File: config.mk
export PLATFORM = sky130hd
export DESIGN_NAME = lsu_mem_stage
export DESIGN_NICKNAME = d
export VERILOG_FILES = /design/src/rtl/lsu_mem_stage.sv
export SDC_FILE = /design/constraint.sdc
export NUM_CORES = 1
export LEC_CHECK = 0
export CAP_MARGIN = 20
export CORE_MARGIN = 8
export CORE_UTILIZATION = 40
export CTS_CLUSTER_SIZE = 16
export DETAILED_ROUTE_END_ITERATION = 10
export PLACE_DENSITY = 0.78
export SLEW_MARGIN = 30
export SYNTH_ARGS = -nofsm -noshare
export SYNTH_HDL_FRONTEND = slang
export SYNTH_SLANG_ARGS = --single-unit
File: constraint.sdc
create_clock -name clock -period 1.6 [get_ports clock]
set_clock_uncertainty 0.05 [all_clocks]
set_input_delay 0.16 -clock clock [delete_from_list [all_inputs] [get_ports clock]]
set_output_delay 0.16 -clock clock [all_outputs]
set_load 0.01 [all_outputs]
File: src/rtl/lsu_mem_stage.sv
// -----------------------------------------------------------------------------
// lsu_mem_stage
//
// Load/store stage in front of the word-wide data memory port. Takes one
// byte/half/word request from execute, drives the memory port (word-aligned
// address, byte-lane mask, replicated store data) for MEM_LATENCY cycles and
// returns extended load data or a store acknowledge.
//
// Handshakes: a transfer happens on a rising clock edge where valid and ready
// are both 1. The producer holds valid (and its payload) until that edge. The
// consumer may drive ready at any time without waiting for valid.
//
// Ports
//   clock, reset        : clock; synchronous active-high reset
//   req_valid/req_ready : request handshake (execute -> stage)
//   req_wen, req_addr, req_wdata, req_size, req_unsigned : request payload
//   resp_valid/resp_ready : response handshake (stage -> consumer)
//   resp_rdata, resp_err  : response payload
//   mem_valid, mem_wen, mem_addr, mem_wdata, mem_wmask : memory port
//   mem_rdata           : raw word from memory
//
// Build option
//   MISALIGN_TRAP_EN : when defined, misaligned half/word requests skip the
//                      memory and respond with resp_err=1 the cycle after
//                      acceptance. When undefined, resp_err is 0 and low
//                      address bits are ignored for half/word accesses.
//
// The FSM state is held in state_q (type lsu_state_t) for checker binding.
// -----------------------------------------------------------------------------
module lsu_mem_stage #(
    parameter int XLEN        = 32,
    parameter int MEM_LATENCY = 1
) (
    input  logic            clock,
    input  logic            reset,
    input  logic            req_valid,
    output logic            req_ready,
    input  logic            req_wen,
    input  logic [XLEN-1:0] req_addr,
    input  logic [XLEN-1:0] req_wdata,
    input  logic [1:0]      req_size,
    input  logic            req_unsigned,
    output logic            resp_valid,
    input  logic            resp_ready,
    output logic [XLEN-1:0] resp_rdata,
    output logic            resp_err,
    output logic            mem_valid,
    output logic            mem_wen,
    output logic [XLEN-1:0] mem_addr,
    output logic [XLEN-1:0] mem_wdata,
    output logic [3:0]      mem_wmask,
    input  logic [XLEN-1:0] mem_rdata
);

    typedef enum logic [1:0] {
        IDLE   = 2'd0,
        ACCESS = 2'd1,
        RESP   = 2'd2
    } lsu_state_t;

    localparam logic [3:0] LAT_M1 = 4'(MEM_LATENCY - 1);

    lsu_state_t      state_q, state_d;
    logic [3:0]      cnt_q, cnt_d;
    logic            first_q, first_d;

    // Captured request; the req_* inputs are not looked at again until IDLE.
    logic            wen_q;
    logic [XLEN-1:0] addr_q;
    logic [XLEN-1:0] wdata_q;
    logic [1:0]      size_q;
    logic            uns_q;

    logic [XLEN-1:0] rdata_q;

    logic            take_req;
    logic            access_done;
    logic            req_misaligned;

    // ---------------------------------------------------------------------
    // Misalignment detection on the incoming request
    // ---------------------------------------------------------------------
`ifdef MISALIGN_TRAP_EN
    logic err_q;
    // size 2 and 3 are both words, so size[1] alone identifies a word.
    assign req_misaligned = ((req_size == 2'd1) && req_addr[0]) ||
                            (req_size[1] && (req_addr[1:0] != 2'b00));
`else
    assign req_misaligned = 1'b0;
`endif

    // ---------------------------------------------------------------------
    // Store lane steering from the captured request
    // ---------------------------------------------------------------------
    logic [3:0]      st_mask;
    logic [XLEN-1:0] st_data;

    always_comb begin
        st_mask = 4'b1111;
        st_data = wdata_q;
        case (size_q)
            2'd0: begin
                st_mask = 4'b0001 << addr_q[1:0];
                st_data = {4{wdata_q[7:0]}};
            end
            2'd1: begin
                // addr_q[0] is ignored: halves always land on a half boundary.
                st_mask = 4'b0011 << {addr_q[1], 1'b0};
                st_data = {2{wdata_q[15:0]}};
            end
            default: begin
                st_mask = 4'b1111;
                st_data = wdata_q;
            end
        endcase
    end

    // ---------------------------------------------------------------------
    // Load extraction and extension
    // ---------------------------------------------------------------------
    logic [7:0]      ld_byte;
    logic [15:0]     ld_half;
    logic [XLEN-1:0] ld_data;

    always_comb begin
        ld_byte = mem_rdata[7:0];
        case (addr_q[1:0])
            2'd0: ld_byte = mem_rdata[7:0];
            2'd1: ld_byte = mem_rdata[15:8];
            2'd2: ld_byte = mem_rdata[23:16];
            default: ld_byte = mem_rdata[31:24];
        endcase
        ld_half = addr_q[1] ? mem_rdata[31:16] : mem_rdata[15:0];

        case (size_q)
            2'd0:    ld_data = {{24{~uns_q & ld_byte[7]}}, ld_byte};
            2'd1:    ld_data = {{16{~uns_q & ld_half[15]}}, ld_half};
            default: ld_data = mem_rdata;
        endcase

        // Stores acknowledge with zero data.
        if (wen_q) begin
            ld_data = '0;
        end
    end

    // ---------------------------------------------------------------------
    // FSM: next state and handshake outputs
    // ---------------------------------------------------------------------
    always_comb begin
        state_d     = state_q;
        cnt_d       = cnt_q;
        first_d     = first_q;
        req_ready   = 1'b0;
        resp_valid  = 1'b0;
        mem_valid   = 1'b0;
        take_req    = 1'b0;
        access_done = 1'b0;

        case (state_q)
            IDLE: begin
                req_ready = 1'b1;
                if (req_valid) begin
                    take_req = 1'b1;
                    if (req_misaligned) begin
                        state_d = RESP;
                    end else begin
                        state_d = ACCESS;
                        cnt_d   = LAT_M1;
                        first_d = 1'b1;
                    end
                end
            end
            ACCESS: begin
                mem_valid = 1'b1;
                first_d   = 1'b0;
                if (cnt_q == 4'd0) begin
                    access_done = 1'b1;
                    state_d     = RESP;
                end else begin
                    cnt_d = cnt_q - 4'd1;
                end
            end
            RESP: begin
                resp_valid = 1'b1;
                if (resp_ready) begin
                    state_d = IDLE;
                end
            end
            default: begin
                state_d = IDLE;
            end
        endcase
    end

    // ---------------------------------------------------------------------
    // Memory port: everything is zero outside ACCESS. Write enable is held
    // only for the first ACCESS cycle so a store is written exactly once.
    // ---------------------------------------------------------------------
    assign mem_wen   = mem_valid & first_q & wen_q;
    assign mem_addr  = mem_valid ? {addr_q[XLEN-1:2], 2'b00} : '0;
    assign mem_wmask = (mem_valid && wen_q) ? st_mask : 4'b0000;
    assign mem_wdata = (mem_valid && wen_q) ? st_data : '0;

    assign resp_rdata = resp_valid ? rdata_q : '0;
`ifdef MISALIGN_TRAP_EN
    assign resp_err = resp_valid & err_q;
`else
    assign resp_err = 1'b0;
`endif

    // ---------------------------------------------------------------------
    // State and datapath registers
    // ---------------------------------------------------------------------
    always_ff @(posedge clock) begin
        if (reset) begin
            state_q <= IDLE;
            cnt_q   <= 4'd0;
            first_q <= 1'b0;
            wen_q   <= 1'b0;
            addr_q  <= '0;
            wdata_q <= '0;
            size_q  <= 2'd0;
            uns_q   <= 1'b0;
            rdata_q <= '0;
`ifdef MISALIGN_TRAP_EN
            err_q   <= 1'b0;
`endif
        end else begin
            state_q <= state_d;
            cnt_q   <= cnt_d;
            first_q <= first_d;
            if (take_req) begin
                wen_q   <= req_wen;
                addr_q  <= req_addr;
                wdata_q <= req_wdata;
                size_q  <= req_size;
                uns_q   <= req_unsigned;
                rdata_q <= '0;
`ifdef MISALIGN_TRAP_EN
                err_q   <= req_misaligned;
`endif
            end
            if (access_done) begin
                rdata_q <= ld_data;
            end
        end
    end

endmodule
Yosys cells after proc, flatten, opt, wreduce, memory -nomap -nowiden
Index checks and enable logic that the tools add are counted.
{"block": "totals", "register_bits": 107, "out_inout_bits": 105, "input_bits": 104}
{"block": "classes", "bitwise_logic": 5, "add_sub_neg": 1, "n_reduce_logical": 10, "eq_ne": 9, "mux": 28, "n_shift": 2}
{"cell": "32-bit two-way mux", "count": 6}
{"cell": "32-bit one-hot mux with 2 select lines", "count": 2}
{"cell": "8-bit one-hot mux with 3 select lines", "count": 1}
{"cell": "16-bit two-way mux", "count": 1}
{"cell": "4-bit one-hot mux with 2 select lines", "count": 2}
{"cell": "4-bit two-way mux", "count": 3}
{"cell": "1-bit two-way mux", "count": 8}
{"cell": "2-bit != test, second input constant", "count": 4}
{"cell": "2-bit by 1-bit equality test with 1-bit output, second input constant", "count": 3}
{"cell": "2-bit logical NOT", "count": 3}
{"cell": "2-bit two-way mux", "count": 3}
{"cell": "2-bit one-hot mux with 3 select lines", "count": 1}
{"cell": "3-bit AND reduction", "count": 2}
{"cell": "1-bit AND", "count": 4}
{"cell": "2-bit equality test, second input constant", "count": 2}
{"cell": "4-bit logical NOT", "count": 1}
{"cell": "2-bit nonzero test", "count": 2}
{"cell": "1-bit by 2-bit left shift with 4-bit output, first input constant", "count": 1}
{"cell": "2-bit by 2-bit left shift with 4-bit output, first input constant", "count": 1}
{"cell": "4-bit by 1-bit subtractor with 4-bit output, second input constant", "count": 1}
{"cell": "1-bit one-hot mux with 2 select lines", "count": 1}
{"cell": "2-bit AND reduction", "count": 1}
{"cell": "1-bit logical AND", "count": 1}
{"cell": "1-bit NOT", "count": 1}

Depth between registers and ports, before layout
Gate-level depths: netlist of the first run.
{"block": "logic_depth", "depth_word": 6, "ltp_mapped": 7, "depth_no_buf": 6}

Worst setup path after synthesis of the first run
Ideal clock, no wire load.
{"block": "synth_path", "path_type": "flip-flop to flip-flop", "from": "register cnt_q[0]", "to": "register rdata_q[17]", "synth_period_minus_slack_ns": 1.754, "n_path_buf": 1, "setup_slack_ns": -0.154, "arrival_ns": 1.643, "setup_time_ns": 0.061, "path_stages_with_launch": 8, "required_time_ns": 1.489, "cell_sequence": "dfxtp_1 inv_1 ha_1 or3b_1 nor4_4 buf_2 a32oi_1 nand2_1"}
{"block": "synth_via", "elab_chain_cells": 4}
{"item": "start, declared", "line_no": "64", "rtl": "logic [3:0] cnt_q, cnt_d;"}
{"item": "start signal, assigned", "line_no": "231", "rtl": "cnt_q <= cnt_d;"}
{"item": "4-bit logical NOT (*)", "line_no": "177", "rtl": "if (cnt_q == 4'd0) begin"}
{"item": "1-bit two-way mux (*)", "line_no": "177"}
{"item": "1-bit two-way mux (*)", "line_no": "160", "rtl": "case (state_q)"}
{"item": "32-bit two-way mux or 2-bit nonzero test (tied branches)"}
{"item": "end signal, assigned", "line_no": "245", "rtl": "rdata_q <= ld_data;"}
{"item": "end, declared", "line_no": "74", "rtl": "logic [XLEN-1:0] rdata_q;"}
Every way passes the cells marked *; elsewhere a longest branch is shown, timed or not.
A chain may end at the register's enable or synchronous reset.

Worst setup path in the final report of the first run
{"block": "layout_path", "from": "register size_q[0]", "to": "output mem_wdata[31]"}
{"block": "layout_via", "elab_chain_cells": 3}
{"item": "start, declared", "line_no": "71", "rtl": "logic [1:0] size_q;"}
{"item": "start signal, assigned", "line_no": "237", "rtl": "size_q <= req_size;"}
{"item": "2-bit by 1-bit equality test with 1-bit output or 2-bit logical NOT (tied branches)", "line_no": "101", "rtl": "case (size_q)"}
{"item": "32-bit one-hot mux with 2 select lines (*)", "line_no": "101"}
{"item": "32-bit two-way mux (*)", "line_no": "203", "rtl": "assign mem_wdata = (mem_valid && wen_q) ? st_data : '0;"}
{"item": "end, declared", "line_no": "50", "rtl": "output logic [XLEN-1:0] mem_wdata,"}
Marks and branches as above.

==> flow_summary.json, run 1 <==
{
  "status": "finished, violations left",
  "violations": "setup timing",
  "crit_slowest_cell": "dfxtp_4",
  "min_path_type": "in2reg",
  "synth_compound_area_frac": 0.186,
  "synth_edf_count": 0,
  "rrSetupSlack_ns": -0.20,
  "cp.depth": 7,
  "fin_util": 0.732,
  "cellLeakagePower_nw": 3.97,
  "antenna_found_initial": 2,
  "synthCells": 693,
  "dieWidth_um": 131,
  "clk_pin_slew_ns": 0.07,
  "dieArea_um2": 17100,
  "syn_avg_cell_area_um2": 7.61,
  "cts_buffers": 9,
  "synth_mux_area_frac": 0.0574,
  "grt_pass1_vias": 5745,
  "crit_family": "flip-flops",
  "place_congestion": 0.894,
  "core_area_um2": 13100,
  "setup_viol": 121,
  "rsz0062_at_grt": "yes",
  "io_buffers": 205,
  "fmax_mhz": 539,
  "synthToLayoutAreaGrowth_pct": 81.5,
  "synth-simple-area-share": 0.289,
  "critPathKind": "reg2out",
  "critPathLaunchType": "flip-flop",
  "tritoncts": "yes",
  "drive_gt1_frac": 0.380,
  "rr_startpoint": "cnt_q[0]",
  "drc": 0,
  "overflow": 0,
  "grt_usage": 0.231,
  "vias": 6102,
  "power_density_nw_per_um2": 833,
  "routedWlPerCell_um": 19.6,
  "wl_um": 22200,
  "worstPathRequired_ns": 1.39,
  "path_max_fanout": 3,
  "endpoint": "mem_wdata[31]",
  "synth_fa_ha_area_frac": 0.00474,
  "reg2reg_to": "rdata_q[26]",
  "row_count": 42,
  "grt_max_degree": 50,
  "insertion_delay_ns": 0.35,
  "synth_xor_area_frac": 0.00166,
  "crit_start": "size_q[0]",
  "fillers": 920,
  "vias_per_cell": 5.39,
  "cpMostUsedCell": "nor2_1",
  "post_dp_cell_area_um2": 7910,
  "worstPathArrival_ns": 1.64,
  "synth-main-ff-cell": "dfxtp_1",
  "dieHeight_um": 131,
  "cts_buffer_depth": 2,
  "critPathMaxStageDelay_ns": 0.39,
  "diodes": 0,
  "start_util": 0.403,
  "synth_area_um2": 5280,
  "cts_root_buffer": "clkbuf_16",
  "firstDrtPassIters": 7,
  "worstSetupEndpointType": "primary output",
  "grt_first_pass_wirelength_um": 30700,
  "critPathBufInv": 3,
  "max_slew_margin": 0.652,
  "path_cells": "buf_12 > buf_8 > mux2i_1 > nor2_1 > a21oi_1 > nor2_1 > buf_2",
  "ys_async_sr_fraction": 0,
  "synth_seq_cells": 107,
  "clock-sinks": 107,
  "yosysSeqAreaShare": 0.406,
  "ios": 209,
  "ys_types": 39,
  "drv_cap": 0,
  "htreeDepth": 3,
  "fin_area_um2": 9580,
  "timing.final.crit_share": 1.16,
  "ys_warn_count": 0,
  "fin_ws_ns": -0.254,
  "max-vdd-ir-drop_v": 0.000632,
  "drtAntennaViolNets": 0,
  "slew_violations": 0,
  "tightest_slew_ns": 0.519,
  "layout.nets": 1057,
  "r2r_cells": 8,
  "final_hold_viol_count": 0,
  "dp_hpwl_um": 13400,
  "post-route-min-period_ns": 1.85,
  "first_iter_violations": 570,
  "synth_top_family_by_area": "simple AND/OR/NAND/NOR gates"
}
==> logic make-up (layout without fill, tap and decap cells) <==
family                     Yosys count  count (layout)
and+or+nand+nor                    320             321
other                                1               3
buffers and inverters               68             328
xor gates and xnor gates             1               1
AOI/OAI and AO/OA                  165             165
DFF                                107             107
muxes                               29              29
adders and majority gates            2               2
==> worst reg2reg max path: cells and delay by family (launching register included) <==
kind                     cells  cell delay, ns
buffers and inverters        3            0.39
AND/OR/NAND/NOR              4            0.82
adder cells (fa/ha/maj)      1            0.13
flip-flops                   1            0.33
==> sequential cells by signal (all words and copies together) (netlist names) <==
| name | flops |
|---|---|
| state_q | 2 |
| rdata_q | 32 |
| cnt_q | 4 |
| wen_q | 1 |
| uns_q | 1 |
| addr_q | 32 |
| size_q | 2 |
| wdata_q | 32 |
| first_q | 1 |
==> synth_stat cells (all sizes together), types with 9 or more instances <==
cell	n	share of area
a21oi	97	0.094
a32oi	16	0.027
and2	62	0.074
and3	9	0.011
buf	22	0.022
clkbuf	38	0.027
dfxtp	107	0.41
mux2i	28	0.053
nand2	173	0.12
nand2b	10	0.012
nor2	40	0.028
o21ai	33	0.031
==> final cells by class <==
class	count	area (um^2)	share of cell area
clock buffer	12	246	0.0257
clock inverter	4	50.0	0.00523
inverter	8	42.5	0.00444
multi-input combinational	521	3540	0.369
sequential	107	2160	0.225
tap	176	220	0.0230
timing repair buffer	304	3320	0.347
==> routing by layer <==
metal / track usage / routed length (um) / part of all wire / vias to the layer above
met5: 0 / 26 / 0.0012 / -
met4: 0.107 / 754 / 0.034 / 4
met3: 0.0653 / 2210 / 0.099 / 57
met2: 0.369 / 10600 / 0.48 / 315
met1: 0.282 / 8550 / 0.39 / 2880
li1: - / - / - / 2846
==> stage by stage <==
stage,power (mW),instances,setup TNS [ns],hold slack [ns],worst slack (ns)
2_1_floorplan,4.01,695,-2.27,0.246,-0.0931
3_3_place_gp,4.87,1080,-25.44,0.377,-0.276
3_5_place_dp,4.90,1080,-29.19,0.384,-0.299
4_1_cts,7.57,1119,-12.09,0.254,-0.182
5_1_grt,8.33,1132,-19.84,0.285,-0.282
6_report,7.98,1132,-12.89,0.277,-0.254
==> report_power, final <==
group | internal [mW] | leakage [nW] | switching, mW
clock network | 1.26 | 0.139 | 1.02
logic | 1.35 | 2.96 | 1.25
registers | 2.91 | 0.879 | 0.196
==> repair_timing <==
item | CTS | global route
pin swaps | 21 | 89
hold buffers | 0 | 0
endpoints found under the setup margin | 137 | 193
gates resized for setup | 504 | 214
cloned | 12 | 8
buffers inserted | 11 | 12
==> worst min-delay path by stage <==
| stage | start | endpoint | slack [ns] | depth (start not counted) |
|---|---|---|---|---|
| after floorplan | req_addr[10] | addr_q[10] | 0.25 | 2 |
| after detailed placement | rdata_q[7] | rdata_q[7] | 0.38 | 2 |
| after CTS | reset | rdata_q[1] | 0.25 | 5 |
| after global routing | reset | wdata_q[19] | 0.29 | 3 |
| after global placement | rdata_q[7] | rdata_q[7] | 0.38 | 2 |
| final | reset | wdata_q[30] | 0.28 | 3 |
==> placed cells by master, fill, tap and decap left out, types with 6 or more instances in the layout <==
master             n
nand2_1          163
clkdlybuf4s50_1  102
dfxtp_1          100
buf_6             82
a21oi_1           81
and2_4            54
buf_4             51
buf_2             31
nor2_1            28
clkbuf_16         17
buf_12            16
mux2i_1           15
o21ai_1           14
nor2_4            11
a21oi_2           11
o21ai_0           10
a32oi_2            9
and2_1             8
o21ai_2            8
and3_1             8
nand2b_1           8
a32o_1             8
or3_1              8
buf_16             8
mux2i_4            7
a32oi_1            7
and3b_1            7
a211o_1            7
mux2i_2            6
(Power assumes the default switching activity.)
==> run 2: changes to the inputs <==
--- a/constraint.sdc
+++ b/constraint.sdc
@@ -3,3 +3,3 @@
 set_input_delay 0.16 -clock clock [delete_from_list [all_inputs] [get_ports clock]]
 set_output_delay 0.16 -clock clock [all_outputs]
-set_load 0.01 [all_outputs]
+set_load 0.05 [all_outputs]
==> flow_summary.json, run 2 (synthesis results as in run 1) <==
{
  "status": "finished, violations left",
  "violations": "setup timing",
  "dp_hpwl_um": 15100,
  "critPathMaxStageDelay_ns": 0.34,
  "timing.final.crit_share": 1.26,
  "grt_pass1_vias": 6357,
  "fillers": 439,
  "pwr-share-comb": 0.397,
  "worstPathRequired_ns": 1.39,
  "htreeDepth": 3,
  "drive_gt1_frac": 0.564,
  "clock-sinks": 107,
  "path_cells": "buf_12 > buf_12 > nor2_4 > buf_6 > nand2_4 > a21oi_4 > buf_12",
  "p_sw_frac": 0.359,
  "min_path_type": "in2reg",
  "cts_buffers": 9,
  "synthToLayoutAreaGrowth_pct": 125,
  "ios": 209,
  "reg_top3": "addr_q (32), rdata_q (32), wdata_q (32)",
  "critPathBufInv": 4,
  "cts_hold_buf": 0,
  "overflow": 0,
  "final_hold_viol_count": 0,
  "wl_um": 32600,
  "fin_ws_ns": -0.409,
  "p_clk_frac": 0.269,
  "clk_pin_slew_ns": 0.08,
  "fin_area_um2": 11900,
  "layout.nets": 1080,
  "io_buffers": 205,
  "dieWidth_um": 131,
  "antenna_found_initial": 2,
  "dieHeight_um": 131,
  "vias": 6987,
  "power_density_nw_per_um2": 802,
  "row_count": 42,
  "setup_viol": 198,
  "slew_violations": 0,
  "max-vdd-ir-drop_v": 0.000846,
  "fmax_mhz": 498,
  "crit_family": "buffers and inverters",
  "core_area_um2": 13100,
  "first_iter_violations": 728,
  "rr_startpoint": "cnt_q[0]",
  "start_util": 0.403,
  "rsz0062_at_grt": "yes",
  "tightest_slew_ns": 0.515,
  "drv_cap": 0,
  "grt_usage": 0.264,
  "drtAntennaViolNets": 0,
  "critPathKind": "reg2out",
  "crit_start": "size_q[0]",
  "post-route-min-period_ns": 2.01,
  "worstPathArrival_ns": 1.80,
  "dieArea_um2": 17100,
  "p_switching_mw": 3.42,
  "worstHoldStart": "reset",
  "cts_root_buffer": "clkbuf_16",
  "post_dp_cell_area_um2": 9290,
  "tritoncts": "yes",
  "place_congestion": 0.833,
  "firstDrtPassIters": 6,
  "layout_commonest_cell": "buf_12",
  "fin_setup_tns_ns": -26.90,
  "drc": 0,
  "final_cell_mix": "buf_12 (126), clkdlybuf4s50_1 (102), dfxtp_1 (98)",
  "cts_buffer_depth": 2,
  "path_max_fanout": 5,
  "critPathLaunchType": "flip-flop",
  "worstSetupEndpointType": "primary output",
  "dp_slack_ns": -0.277,
  "cpMostUsedCell": "buf_12",
  "grt_max_degree": 69,
  "crit_slowest_cell": "dfxtp_2",
  "vias_per_cell": 6.03,
  "cellLeakagePower_nw": 4.66,
  "max_slew_margin": 0.656,
  "intPower_mw": 6.11,
  "insertion_delay_ns": 0.36,
  "routedWlPerCell_um": 28.2,
  "grt_first_pass_wirelength_um": 34700,
  "seqPwrFrac": 0.334
}
==> run 2: cell count changes in the layout (fill, tap and decap cells not counted), sizes merged <==
cell | before | now
or3b | 2 | 3
dlygate4sd2 | 1 | 0
diode | 0 | 3
inv | 7 | 10
bufinv | 1 | 2
clkinvlp | 2 | 0
buf | 192 | 208
clkinv | 2 | 3
clkbuf | 20 | 24
==> run 2: worst min-delay path, delay by kind of cell <==
family                 cells  cell delay (ns)
AND/OR/NAND/NOR            1             0.12
buffers and inverters      2             0.35
==> run 2: stage by stage <==
stage          hold WS [ns]  power (mW)   util  std cells
2_1_floorplan         0.246        4.27      -        695
3_3_place_gp          0.378        5.29  0.710       1081
3_5_place_dp          0.386        5.35  0.710       1081
4_1_cts               0.226        8.30  0.800       1120
5_1_grt               0.259        9.75  0.909       1157
6_report              0.252        9.53  0.909       1158
==> run 2: final timing paths <==
kind / endpoint / slack, ns / cells past startpoint
min reg2reg: rdata_q[5] / 0.40 / 2
max: mem_wdata[14] / -0.41 / 7
max reg2reg: rdata_q[30] / -0.27 / 7
min: state_q[0] / 0.25 / 3
==> run 2: final cells by class <==
class | count | area, um^2 | share of cell area
Sequential cell | 107 | 2160 | 0.181
Antenna cell | 3 | 7.51 | 0.000631
Timing Repair Buffer | 326 | 4760 | 0.400
Clock inverter | 7 | 98.8 | 0.00831
Multi-Input combinational cell | 522 | 4380 | 0.368
Inverter | 8 | 42.5 | 0.00358
Tap cell | 176 | 220 | 0.0185
Clock buffer | 9 | 225 | 0.0189
==> run 2: power groups by stage <==
| stage | clock network, mW | registers [mW] | logic (mW) |
|---|---|---|---|
| after CTS | 2.48 | 3.10 | 2.71 |
| after global placement | 0 | 3.11 | 2.18 |
| after global routing | 2.66 | 3.19 | 3.89 |
| final | 2.57 | 3.18 | 3.78 |
| after floorplan | 0 | 3.06 | 1.21 |
| after detailed placement | 0 | 3.12 | 2.22 |
==> run 2: routing by layer <==
layer  up-vias  share of wire  track usage
li1       2910              -            -
met4         0          0.068        0.124
met1      3387           0.33        0.277
met2       532           0.50        0.469
met3       158           0.10       0.0873
met5         -              0            0
==> run 2: timing repair <==
item,in CTS,in global routing
resized for setup,163,247
gates cloned,7,22
pin swaps,56,129
endpoints found under the setup margin,137,202
setup buffers,16,16
